[src/rtl/pll_sup_pkg.sv]
//------------------------------------------------------------------------------
// pll_sup_pkg
//
// Purpose:
//   Shared types and helpers for the PLL lock supervisor. It holds the
//   supervisor state enum and a saturating-increment helper that the event
//   counters use.
//
// Contents:
//   sup_state_e : PLL_RST, WAIT_LOCK, SETTLE, RUN
//   sat_inc()   : increments a value of a given width, holding at all-ones
//------------------------------------------------------------------------------
package pll_sup_pkg;

    // Supervisor states. The two-bit encoding covers all four codes, so the
    // default branch in the FSM exists only as a recovery path.
    typedef enum logic [1:0] {
        PLL_RST   = 2'd0,
        WAIT_LOCK = 2'd1,
        SETTLE    = 2'd2,
        RUN       = 2'd3
    } sup_state_e;

    // Saturating increment for counters up to 32 bits wide. The caller
    // zero-extends its counter into 'value' and truncates the result back.
    function automatic logic [31:0] sat_inc(input logic [31:0] value,
                                            input int unsigned width);
        logic [31:0] maxVal;
        maxVal = (width >= 32) ? 32'hFFFF_FFFF : ((32'd1 << width) - 32'd1);
        if (value >= maxVal) begin
            return maxVal;
        end
        return value + 32'd1;
    endfunction

endpackage

[src/rtl/sync_2ff.sv]
//------------------------------------------------------------------------------
// sync_2ff
//
// Purpose:
//   Generic two-flop synchronizer. It brings an asynchronous signal into the
//   clk_i domain. The output lags the input by two clk_i edges.
//
// Ports:
//   clk_i   in   destination clock
//   rst_ni  in   asynchronous active-low reset; both stages clear to 0
//   d_i     in   WIDTH  asynchronous input
//   q_o     out  WIDTH  synchronized output
//------------------------------------------------------------------------------
module sync_2ff #(
    parameter int WIDTH = 1
) (
    input  logic             clk_i,
    input  logic             rst_ni,
    input  logic [WIDTH-1:0] d_i,
    output logic [WIDTH-1:0] q_o
);

    logic [WIDTH-1:0] meta_q;
    logic [WIDTH-1:0] sync_q;

    // The first stage may go metastable. The second stage gives it a full
    // cycle to resolve before any logic sees the value.
    always_ff @(posedge clk_i or negedge rst_ni) begin
        if (!rst_ni) begin
            meta_q <= '0;
            sync_q <= '0;
        end else begin
            meta_q <= d_i;
            sync_q <= meta_q;
        end
    end

    assign q_o = sync_q;

endmodule

[src/rtl/pll_lock_supervisor.sv]
//------------------------------------------------------------------------------
// pll_lock_supervisor
//
// Purpose:
//   Supervises an iCE40 SB_PLL40 from the board-oscillator clock domain.
//   - Pulses the PLL's active-low RESETB.
//   - Waits for a synchronized LOCK.
//   - Requires LOCK to stay high for a settle window, then releases the
//     system reset.
//   - Retries the PLL when LOCK does not arrive in time.
//   - Counts lock-loss events seen while running.
//
// Configuration:
//   PLL_LOCK_SUPERVISOR_LOSS_COUNT_EN
//     Defined:   lock_loss_count is a saturating counter of RUN-state lock
//                drops.
//     Undefined: the counter is removed and lock_loss_count reads 0.
//
// Ports:
//   clk              in   board oscillator clock, free-running
//   resetn           in   asynchronous active-low reset
//   pll_locked       in   PLL LOCK, asynchronous to clk
//   soft_reset_req   in   single-cycle request to re-reset PLL and system
//   pll_resetb       out  PLL RESETB; low holds the PLL in reset
//   sys_resetn       out  system reset; asserts asynchronously, releases on clk
//   ready            out  high only while in RUN
//   timeout_flag     out  sticky; set on the first lock timeout
//   retry_count      out  EVT_W  saturating count of lock timeouts
//   lock_loss_count  out  EVT_W  saturating count of lock losses in RUN
//------------------------------------------------------------------------------
module pll_lock_supervisor
    import pll_sup_pkg::*;
#(
    parameter int PLL_RESET_CYCLES    = 16,
    parameter int LOCK_TIMEOUT_CYCLES = 160000,
    parameter int SETTLE_CYCLES       = 1024,
    parameter int CNT_W               = 18,
    parameter int EVT_W               = 8
) (
    input  logic             clk,
    input  logic             resetn,
    input  logic             pll_locked,
    input  logic             soft_reset_req,
    output logic             pll_resetb,
    output logic             sys_resetn,
    output logic             ready,
    output logic             timeout_flag,
    output logic [EVT_W-1:0] retry_count,
    output logic [EVT_W-1:0] lock_loss_count
);

    // Each state loads the counter with (cycles - 1) on entry and leaves
    // when the counter reaches 0. A state therefore lasts exactly 'cycles'
    // clocks.
    localparam logic [CNT_W-1:0] RstLoad     = CNT_W'(PLL_RESET_CYCLES - 1);
    localparam logic [CNT_W-1:0] TimeoutLoad = CNT_W'(LOCK_TIMEOUT_CYCLES - 1);
    localparam logic [CNT_W-1:0] SettleLoad  = CNT_W'(SETTLE_CYCLES - 1);

    sup_state_e       state_q, state_d;
    logic [CNT_W-1:0] cnt_q, cnt_d;
    logic             timeout_q, timeout_d;
    logic [EVT_W-1:0] retry_q, retry_d;
    logic             pll_resetb_q;
    logic             sys_resetn_q;
    logic             ready_q;
    logic             lockSync;

    // LOCK comes from the PLL's own timing, so it is synchronized before
    // any FSM decision uses it.
    sync_2ff #(
        .WIDTH(1)
    ) u_lock_sync (
        .clk_i (clk),
        .rst_ni(resetn),
        .d_i   (pll_locked),
        .q_o   (lockSync)
    );

    // Next-state logic. soft_reset_req is checked before any lock test.
    // A request that coincides with a lock drop in RUN therefore re-resets
    // the PLL and is not counted as a lock loss.
    always_comb begin
        state_d   = state_q;
        cnt_d     = cnt_q;
        timeout_d = timeout_q;
        retry_d   = retry_q;

        case (state_q)
            PLL_RST: begin
                if (cnt_q == '0) begin
                    state_d = WAIT_LOCK;
                    cnt_d   = TimeoutLoad;
                end else begin
                    cnt_d = cnt_q - CNT_W'(1);
                end
            end

            WAIT_LOCK: begin
                if (soft_reset_req) begin
                    state_d = PLL_RST;
                    cnt_d   = RstLoad;
                end else if (lockSync) begin
                    state_d = SETTLE;
                    cnt_d   = SettleLoad;
                end else if (cnt_q == '0) begin
                    state_d   = PLL_RST;
                    cnt_d     = RstLoad;
                    timeout_d = 1'b1;
                    retry_d   = EVT_W'(sat_inc(32'(retry_q), EVT_W));
                end else begin
                    cnt_d = cnt_q - CNT_W'(1);
                end
            end

            SETTLE: begin
                if (soft_reset_req) begin
                    state_d = PLL_RST;
                    cnt_d   = RstLoad;
                end else if (!lockSync) begin
                    state_d = WAIT_LOCK;
                    cnt_d   = TimeoutLoad;
                end else if (cnt_q == '0) begin
                    state_d = RUN;
                end else begin
                    cnt_d = cnt_q - CNT_W'(1);
                end
            end

            RUN: begin
                if (soft_reset_req) begin
                    state_d = PLL_RST;
                    cnt_d   = RstLoad;
                end else if (!lockSync) begin
                    state_d = WAIT_LOCK;
                    cnt_d   = TimeoutLoad;
                end
            end

            default: begin
                state_d = PLL_RST;
                cnt_d   = RstLoad;
            end
        endcase
    end

    // State, counter, event registers and the registered outputs. The
    // outputs are decoded from the next state, so each one changes on the
    // same edge as the state it belongs to. They stay glitch-free flop
    // outputs.
    always_ff @(posedge clk or negedge resetn) begin
        if (!resetn) begin
            state_q      <= PLL_RST;
            cnt_q        <= RstLoad;
            timeout_q    <= 1'b0;
            retry_q      <= '0;
            pll_resetb_q <= 1'b0;
            sys_resetn_q <= 1'b0;
            ready_q      <= 1'b0;
        end else begin
            state_q      <= state_d;
            cnt_q        <= cnt_d;
            timeout_q    <= timeout_d;
            retry_q      <= retry_d;
            pll_resetb_q <= (state_d != PLL_RST);
            sys_resetn_q <= (state_d == RUN);
            ready_q      <= (state_d == RUN);
        end
    end

`ifdef PLL_LOCK_SUPERVISOR_LOSS_COUNT_EN
    logic [EVT_W-1:0] loss_q;
    logic             lossEvent;

    // A loss is a lock drop taken while in RUN. It is not a loss when a
    // simultaneous soft reset takes priority.
    assign lossEvent = (state_q == RUN) && !soft_reset_req && !lockSync;

    // Saturating lock-loss counter; cleared only by resetn.
    always_ff @(posedge clk or negedge resetn) begin
        if (!resetn) begin
            loss_q <= '0;
        end else if (lossEvent) begin
            loss_q <= EVT_W'(sat_inc(32'(loss_q), EVT_W));
        end
    end

    assign lock_loss_count = loss_q;
`else
    assign lock_loss_count = '0;
`endif

    assign pll_resetb   = pll_resetb_q;
    assign sys_resetn   = sys_resetn_q;
    assign ready        = ready_q;
    assign timeout_flag = timeout_q;
    assign retry_count  = retry_q;

endmodule

[config.mk]
export PLATFORM = sky130hd
export DESIGN_NAME = pll_lock_supervisor
export DESIGN_NICKNAME = d
export VERILOG_FILES = /design/src/rtl/pll_sup_pkg.sv /design/src/rtl/sync_2ff.sv /design/src/rtl/pll_lock_supervisor.sv
export SDC_FILE = /design/constraint.sdc
export NUM_CORES = 1
export LEC_CHECK = 0
export CORE_ASPECT_RATIO = 0.75
export CORE_MARGIN = 3
export CORE_UTILIZATION = 60
export DETAILED_ROUTE_END_ITERATION = 6
export PLACE_DENSITY = 0.84
export SYNTH_ARGS = -nofsm -noshare
export SYNTH_HDL_FRONTEND = slang
export SYNTH_HIERARCHICAL = 1
export SYNTH_SLANG_ARGS = --single-unit
[constraint.sdc]
create_clock -name clk -period 7.06 [get_ports clk]
set_input_delay 1.412 -clock clk [delete_from_list [all_inputs] [get_ports clk]]
set_output_delay 1.412 -clock clk [all_outputs]
set_load 0.005 [all_outputs]
==> impl_metrics.json, run 1 <==
{
  "status": "finished clean",
  "die_area_um2": 4290,
  "syn_to_final_growth_pct": 9.04,
  "fmax_mhz": 275,
  "final-setup-viol-count": 0,
  "die_x_um": 74.6,
  "synth_seq_cells": 33,
  "tns_ns": 0,
  "grt_pass1_vias": 1588,
  "cp.required_ns": 7.27,
  "cts_hold_buf": 0,
  "cts_buffers": 5,
  "layout-drive-gt1-share_pct": 10.7,
  "worst_pin_slew_ns": 0.869,
  "clk_pin_slew_ns": 0.06,
  "grt_pass1_wl_mm": 7.87,
  "antenna_cells": 0,
  "worstSetupEndpointType": "flop",
  "synth-seq-area-share_pct": 39.2,
  "finalHoldViolCount": 0,
  "cts_setup_buffers": 0,
  "min_to": "u_lock_sync/q_o",
  "die_h_um": 57.5,
  "io_pins": 24,
  "track_usage_pct": 24.1,
  "hold_class": "flop to flop",
  "r2r_setup_slack_ns": 4.33,
  "layout.nets": 258,
  "synth-warning-count": 6,
  "drtAntennaViolNets": 0,
  "synth.cell_area_um2": 2120,
  "yosysUniqueCellTypes": 57,
  "num_vias": 1865,
  "crit_chain": "clkdlybuf4s50_1 -> nor2b_1 -> nand4_1 -> o21a_1 -> inv_1 -> or4_1 -> a21oi_1",
  "drtIter0Drc": 131,
  "synth_edf_count": 0,
  "initial_core_util_pct": 63.6,
  "post_cts_resized": 0,
  "grt_max_degree": 34,
  "clkLatencyLatePin_ns": 0.28,
  "clock_sinks": 33,
  "cp-start-kind": "input pin",
  "htree_levels": 2,
  "rsz0062_at_grt": "false",
  "hold_path_depth": 0,
  "routed_wl_mm": 4.60,
  "drt_pass1_iterations": 4,
  "power_density_nw_per_um2": 150,
  "critPathKind": "input pin to flop",
  "period_share_pct": 51.5,
  "rr_startpoint": "cnt_q[9]",
  "dp_hpwl_mm": 3.34,
  "vias_per_cell": 6.39,
  "crit_path_max_fanout": 16,
  "cp.arrival_ns": 3.84,
  "slew_violations": 0,
  "core_area_um2": 3330,
  "fin_area_um2": 2310,
  "max-clock-path-buffers": 2,
  "slew_headroom_pct": 41.3,
  "port_buffers": 15,
  "pre_cts_ws_ns": 3.17,
  "post_dp_cell_area_um2": 2230,
  "cpPeakStageDelay_ns": 0.77,
  "period_minus_slack_ns": 3.64,
  "min_from": "u_lock_sync/meta_q",
  "synthCells": 240,
  "vdd_drop_max_v": 0.000150,
  "grt-ovfl-total": 0,
  "clock_skew_ns": 0.00286,
  "path_buf_inv": 2,
  "post-route-drc-count": 0,
  "grt_antenna_before_repair": 0,
  "drv_cap": 0,
  "wl_per_cell_um": 15.7,
  "r2r_end": "cnt_q[16]",
  "gp_congestion": 0.866,
  "cts_tree": "built",
  "rows": 18,
  "synthFlopType": "dfrtp_1",
  "ys_async_sr_fraction_pct": 100,
  "rr_worst_depth": 5,
  "worst_slack_ns": 3.42,
  "root_buffer": "clkbuf_8",
  "avgSynthCellArea_um2": 8.83,
  "worst_hold_slack_ns": 0.359,
  "slowest_stage": "clkdlybuf4s50_1",
  "path_delay_family": "buffers and inverters",
  "leakage_nw": 0.941
}
sequential cells by signal (all words and copies together) (netlist names):
| name | flops |
|---|---|
| retry_count | 8 |
| state_q | 2 |
| u_lock_sync/q_o | 1 |
| pll_resetb | 1 |
| ready | 1 |
| cnt_q | 18 |
| timeout_flag | 1 |
| u_lock_sync/meta_q | 1 |
report_power, final:
group / internal (mW) / leakage, nW / switching [mW] / total, mW
clock network: 0.0682 / 0.0450 / 0.0665 / 0.135
logic: 0.00566 / 0.470 / 0.0112 / 0.0169
registers: 0.191 / 0.426 / 0.00311 / 0.194
total: 0.265 / 0.941 / 0.0809 / 0.346
layout make-up:
class | instances | area (µm²)
clock buffer | 6 | 72.6
clock inverter | 2 | 10.0
fill | 272 | 1020
inverter | 11 | 41.3
multi-input combinational | 184 | 1150
sequential | 33 | 831
tap | 40 | 50.0
timing repair buffer | 16 | 158
cell usage after synthesis (all sizes together) (4+ instances only):
library cell,number,area (µm²)
or4,7,60.1
nand2,16,60.1
dfrtp,29,726
nand2b,5,31.3
dfstp,4,105
buf,14,106
o21ai,15,75.1
nor2,15,56.3
clkbuf,5,18.8
a31oi,5,31.3
a21oi,21,105
mux2,5,56.3
nand3,9,45.0
or2,5,31.3
nor4,4,37.5
o211ai,5,37.5
nand4,6,37.5
inv,11,41.3
a211oi,4,30.0
and3,6,37.5
nor3,8,56.3
layer usage:
metal	routed length [µm]	vias up	track usage [%]
li1	-	892	-
met1	2250	889	37.9
met4	62	0	7.36
met3	332	7	5.28
met2	1950	77	32.5
met5	0	-	0
placed cells by master, fill, tap and decap left out, types with 3 or more instances in the layout:
cell | Yosys | layout
or3_1 | 3 | 3
o21a_1 | 3 | 3
o31ai_1 | 3 | 3
dfstp_2 | 4 | 4
mux2_2 | 4 | 4
a21oi_1 | 21 | 21
nor3_1 | 6 | 6
conb_1 | 1 | 8
clkdlybuf4s50_1 | 0 | 15
nand4_1 | 6 | 6
clkbuf_8 | 0 | 5
and3_1 | 6 | 6
or2_2 | 4 | 4
o211ai_1 | 5 | 5
a211oi_1 | 4 | 4
inv_1 | 11 | 11
dfrtp_1 | 29 | 29
nand2b_1 | 5 | 5
nand2_1 | 16 | 16
a31oi_1 | 5 | 5
o21ai_0 | 14 | 14
nor2b_1 | 3 | 3
nor2_1 | 15 | 15
ha_1 | 3 | 3
nand3_1 | 9 | 9
or4_1 | 5 | 5
worst reg2reg max path: stages, from the launching register on:
cell and delay (ns):
dfrtp_1 0.44, or4_4 0.54, or4_1 0.66, o31ai_1 0.71, or4_1 0.21, nand2_1 0.05
cell families after synthesis:
kind of cell | after synthesis | share of synthesized area (%)
buffers and inverters | 30 | 7.86
AO/OA/AOI/OAI | 70 | 20.9
adder cells (fa/ha/maj) | 3 | 1.77
multiplexers | 6 | 3.13
other | 1 | 0.177
flip-flops | 33 | 39.2
AND/OR/NAND/NOR | 95 | 26.1
XOR/XNOR | 2 | 0.827
stage by stage:
step | power (mW) | util [%] | std cells
after floorplan | 0.209 | - | 247
after global placement | 0.213 | 66.8 | 284
after detailed placement | 0.214 | 66.8 | 284
after CTS | 0.350 | 69.3 | 292
after global routing | 0.364 | 69.3 | 292
final | 0.346 | 69.3 | 292
worst max-delay path by stage:
stage                    from         to  slack, ns  cells past startpoint
3_3_place_gp   soft_reset_req  cnt_q[15]       3.29                      7
2_1_floorplan  soft_reset_req  cnt_q[17]       4.51                      6
3_5_place_dp   soft_reset_req  cnt_q[15]       3.17                      7
6_report       soft_reset_req  cnt_q[15]       3.42                      7
5_1_grt        soft_reset_req  cnt_q[15]       3.22                      7
4_1_cts        soft_reset_req  cnt_q[15]       3.47                      7
(Power assumes the default switching activity.)
==> run 2, diff against run 1 <==
--- a/config.mk
+++ b/config.mk
@@ -7,9 +7,9 @@
 export LEC_CHECK = 0
 export CORE_ASPECT_RATIO = 0.75
 export CORE_MARGIN = 3
-export CORE_UTILIZATION = 60
+export CORE_UTILIZATION = 51
 export DETAILED_ROUTE_END_ITERATION = 6
-export PLACE_DENSITY = 0.84
+export PLACE_DENSITY = 0.76
 export SYNTH_ARGS = -nofsm -noshare
 export SYNTH_HDL_FRONTEND = slang
 export SYNTH_HIERARCHICAL = 1
==> constraint.sdc (replaced) <==
create_clock -name clk -period 3 [get_ports clk]
set_input_delay 0.6 -clock clk [delete_from_list [all_inputs] [get_ports clk]]
set_output_delay 0.6 -clock clk [all_outputs]
set_load 0.005 [all_outputs]
==> impl_metrics.json, run 2 (same netlist as run 1, synthesis figures left out) <==
{
  "status": "finished clean",
  "syn_to_final_growth_pct": 12.6,
  "initial_core_util_pct": 55.3,
  "clock_sinks": 33,
  "path_delay_family": "simple AND/OR/NAND/NOR gates",
  "cts_hold_buf": 0,
  "grt-ovfl-total": 0,
  "grt_antenna_before_repair": 0,
  "cp-start-kind": "flop",
  "max-clock-path-buffers": 2,
  "track_usage_pct": 20.2,
  "p_int_mw": 0.625,
  "critPathKind": "flop to flop",
  "cts_buffers": 5,
  "drtIter0Drc": 177,
  "die_x_um": 80.4,
  "period_minus_slack_ns": 2.59,
  "grt_pass1_vias": 1509,
  "drv_cap": 0,
  "clk_pin_slew_ns": 0.07,
  "tns_ns": 0,
  "root_buffer": "clkbuf_8",
  "dp_hpwl_mm": 3.45,
  "gp_congestion": 0.936,
  "hold_class": "flop to flop",
  "io_pins": 24,
  "top_register": "cnt_q",
  "final_util_pct": 62.3,
  "slew_headroom_pct": 62.9,
  "routed_wl_mm": 4.65,
  "grt_pass1_wl_mm": 7.55,
  "largest_register_ffs": 18,
  "rr_worst_depth": 5,
  "clockPowerShare_pct": 39.1,
  "rows": 19,
  "core_area_um2": 3830,
  "fillers": 333,
  "cp.arrival_ns": 2.76,
  "vias_per_cell": 5.94,
  "slowest_stage": "or4_1",
  "rsz0062_at_grt": "false",
  "worstSetupEndpointType": "flop",
  "htree_levels": 2,
  "clkLatencyLatePin_ns": 0.28,
  "cpPeakStageDelay_ns": 0.64,
  "die_area_um2": 4970,
  "final-setup-viol-count": 0,
  "slew_violations": 0,
  "power_frac_comb_pct": 5.0,
  "multi_input_area_um2": 1150,
  "crit_cells": 5,
  "drtAntennaViolNets": 0,
  "vdd_drop_max_v": 0.000256,
  "die_h_um": 61.8,
  "clock_skew_ns": 0.00403,
  "wl_per_cell_um": 14.9,
  "power_density_nw_per_um2": 342,
  "pwr-share-seq_pct": 55.9,
  "port_buffers": 15,
  "layout.nets": 266,
  "antenna_cells": 0,
  "worst_pin_slew_ns": 0.556,
  "cp.required_ns": 3.17,
  "fmax_mhz": 385,
  "crit_chain": "or4_4 -> or4_1 -> nor3_4 -> nand4_1 -> mux2_1",
  "mostFrequentLayoutCells": "dfrtp_1, a21oi_1, nand2_1",
  "post_cts_resized": 0,
  "post-route-drc-count": 0,
  "path_buf_inv": 0,
  "drt_pass1_iterations": 4,
  "period_share_pct": 86.5,
  "layout_commonest_cell": "dfrtp_1",
  "grt_max_degree": 34,
  "p_sw_mw": 0.192,
  "finalHoldViolCount": 0,
  "layout-drive-gt1-share_pct": 13.5,
  "hold_path_depth": 0,
  "crit_path_max_fanout": 10,
  "ff_latch_area_um2": 831,
  "p_sw_share_pct": 23.5,
  "cts_setup_buffers": 0,
  "cts_tree": "built",
  "leakage_nw": 0.981,
  "num_vias": 1853
}
run 2: cell types whose count changed in the layout (fill, tap and decap cells not counted), sizes merged:
cell  delta
buf      +8
run 2: power by group through the flow:
| stage | sequential [mW] | combinational, mW | clock (mW) |
|---|---|---|---|
| 2_1_floorplan | 0.461 | 0.0316 | 0 |
| 3_3_place_gp | 0.464 | 0.0409 | 0 |
| 3_5_place_dp | 0.464 | 0.0412 | 0 |
| 4_1_cts | 0.456 | 0.0415 | 0.326 |
| 5_1_grt | 0.457 | 0.0470 | 0.348 |
| 6_report | 0.456 | 0.0409 | 0.320 |
run 2: routing by layer:
metal  global-route usage (%)  up-vias  wire length, µm
met5                        0        -                0
met4                     6.27        0               35
met3                     4.90        5              377
met2                     27.0       78             1900
met1                     31.5      863             2340
li1                         -      907                -
run 2: final timing paths:
path | from | to | slack (ns)
min reg2reg | u_lock_sync/meta_q | u_lock_sync/q_o | 0.35
max in group asynchronous | resetn | cnt_q[1] | 1.97
max reg2reg | cnt_q[10] | retry_count[7] | 0.41
min in group asynchronous | resetn | cnt_q[7] | 0.71
min | u_lock_sync/meta_q | u_lock_sync/q_o | 0.35
max | cnt_q[10] | retry_count[7] | 0.41
run 2: cell type report:
class	instances	area share, %
timing repair buffer	24	9.13
tap	52	2.73
clock inverter	2	0.420
sequential	33	34.8
inverter	11	1.73
clock buffer	6	3.04
multi-input combinational	184	48.1
run 2: stage by stage:
stage | cell area, µm² | power, mW | worst slack, ns | hold WS (ns) | std cells
final | 2380 | 0.817 | 0.405 | 0.351 | 312
after global routing | 2380 | 0.851 | 0.291 | 0.372 | 312
after global placement | 2300 | 0.505 | 0.408 | 0.334 | 304
after floorplan | 2140 | 0.493 | 0.670 | 0.304 | 247
after CTS | 2380 | 0.824 | 0.424 | 0.355 | 312
after detailed placement | 2300 | 0.505 | 0.404 | 0.339 | 304
==> run 3, diff against run 2 <==
--- a/config.mk
+++ b/config.mk
@@ -7,9 +7,8 @@
 export LEC_CHECK = 0
 export CORE_ASPECT_RATIO = 0.75
 export CORE_MARGIN = 3
-export CORE_UTILIZATION = 51
+export CORE_UTILIZATION = 30
 export DETAILED_ROUTE_END_ITERATION = 6
-export PLACE_DENSITY = 0.76
 export SYNTH_ARGS = -nofsm -noshare
 export SYNTH_HDL_FRONTEND = slang
 export SYNTH_HIERARCHICAL = 1
==> impl_metrics.json, run 3 (same netlist as run 1, synthesis figures left out) <==
{
  "status": "finished clean",
  "num_vias": 1801,
  "rr_worst_depth": 5,
  "ff_latch_area_um2": 831,
  "mostFrequentLayoutCells": "dfrtp_1, a21oi_1, nand2_1",
  "rsz0062_at_grt": "false",
  "clock_skew_ns": 0.0145,
  "antenna_cells": 0,
  "multi_input_area_um2": 1150,
  "p_total_mw": 0.847,
  "top_register": "cnt_q",
  "io_pins": 24,
  "wl_per_cell_um": 14.4,
  "layout_commonest_cell": "dfrtp_1",
  "gp_congestion": 0.831,
  "leakage_nw": 0.972,
  "track_usage_pct": 12.7,
  "syn_to_final_growth_pct": 13.9,
  "worst_pin_slew_ns": 0.590,
  "largest_register_ffs": 18,
  "critPathKind": "flop to flop",
  "initial_core_util_pct": 32.2,
  "period_share_pct": 87.0,
  "met3_length_um": 246,
  "fin_area_um2": 2410,
  "cp.arrival_ns": 2.78,
  "cts_buffers": 5,
  "fillers": 678,
  "layout.nets": 264,
  "grt_pass1_vias": 1645,
  "grt_antenna_before_repair": 0,
  "clkLatencyLatePin_ns": 0.29,
  "final-setup-viol-count": 0,
  "max-clock-path-buffers": 2,
  "period_minus_slack_ns": 2.61,
  "cp.required_ns": 3.18,
  "die_area_um2": 8120,
  "cts_tree": "built",
  "port_buffers": 15,
  "layout-drive-gt1-share_pct": 12.4,
  "grt_max_degree": 34,
  "wl_met2_mm": 2.03,
  "rows": 25,
  "hold_path_depth": 0,
  "cts_hold_buf": 0,
  "cpPeakStageDelay_ns": 0.64,
  "post_dp_cell_area_um2": 2320,
  "slowest_stage": "or4_1",
  "power_density_nw_per_um2": 351,
  "core_area_um2": 6570,
  "die_h_um": 78.8,
  "cp-start-kind": "flop",
  "root_buffer": "clkbuf_8",
  "routed_wl_mm": 4.87,
  "clock_sinks": 33,
  "post_cts_resized": 0,
  "htree_levels": 2,
  "drtAntennaViolNets": 0,
  "grt-ovfl-total": 0,
  "grt_pass1_wl_mm": 8.17,
  "tns_ns": 0,
  "highest_layer": "met4",
  "slew_violations": 0,
  "vdd_drop_max_v": 0.000150,
  "slew_headroom_pct": 60.4,
  "clk_pin_slew_ns": 0.07,
  "worstSetupEndpointType": "flop",
  "vias_per_cell": 5.31,
  "fmax_mhz": 383,
  "hold_class": "flop to flop",
  "post-route-drc-count": 0,
  "drv_cap": 0,
  "crit_chain": "or4_4 -> or4_1 -> nor3_4 -> nand4_1 -> mux2_1",
  "drtIter0Drc": 169,
  "dp_hpwl_mm": 3.55,
  "finalHoldViolCount": 0,
  "crit_path_max_fanout": 10,
  "cts_setup_buffers": 0,
  "die_x_um": 103,
  "drt_pass1_iterations": 5,
  "wl_met1_mm": 2.55
}
run 3: changes by cell type in the layout (fill, tap and decap cells not counted):
cell and change:
buf_4 -2, clkbuf_1 +1, clkbuf_8 +1, clkinv_2 -2
run 3: through the flow:
step / instances / hold slack [ns] / setup slack (ns) / util, %
after floorplan: 247 / 0.304 / 0.670 / -
after global placement: 331 / 0.337 / 0.396 / 35.4
after detailed placement: 331 / 0.343 / 0.381 / 35.4
after CTS: 339 / 0.354 / 0.399 / 36.7
after global routing: 339 / 0.370 / 0.274 / 36.7
final: 339 / 0.351 / 0.391 / 36.7
run 3: cell type report:
| type | count | area share (%) |
|---|---|---|
| Clock buffer | 8 | 3.73 |
| Inverter | 11 | 1.71 |
| Multi-Input combinational cell | 184 | 47.5 |
| Sequential cell | 33 | 34.4 |
| Tap cell | 81 | 4.20 |
| Timing Repair Buffer | 22 | 8.40 |
run 3: worst paths after layout:
check / end / slack, ns / from
max in group asynchronous: cnt_q[1] / 1.94 / resetn
worst max-delay path: retry_count[7] / 0.39 / cnt_q[10]
worst max register to register: retry_count[7] / 0.39 / cnt_q[10]
min in group asynchronous: retry_count[4] / 0.71 / resetn
worst min-delay path: u_lock_sync/q_o / 0.35 / u_lock_sync/meta_q
worst min register to register: u_lock_sync/q_o / 0.35 / u_lock_sync/meta_q
run 3: where the power goes:
part	leakage (nW)	total (mW)	switching, mW	internal (mW)
clock network	0.0455	0.349	0.161	0.187
registers	0.426	0.456	0.00707	0.449
logic	0.500	0.0418	0.0268	0.0150
total	0.972	0.847	0.195	0.651
run 3: worst max-delay path, delay by kind of cell (launching register included):
kind	cells	cell delay [ns]
flops	1	0.40
simple gates	4	1.76
mux	1	0.33
run 3: metal layers:
metal  vias to the layer above  GRT usage [%]
met1                       850           19.9
met4                         0           3.75
met2                        45           16.9
li1                        901              -
met5                         -              0
met3                         5           3.16
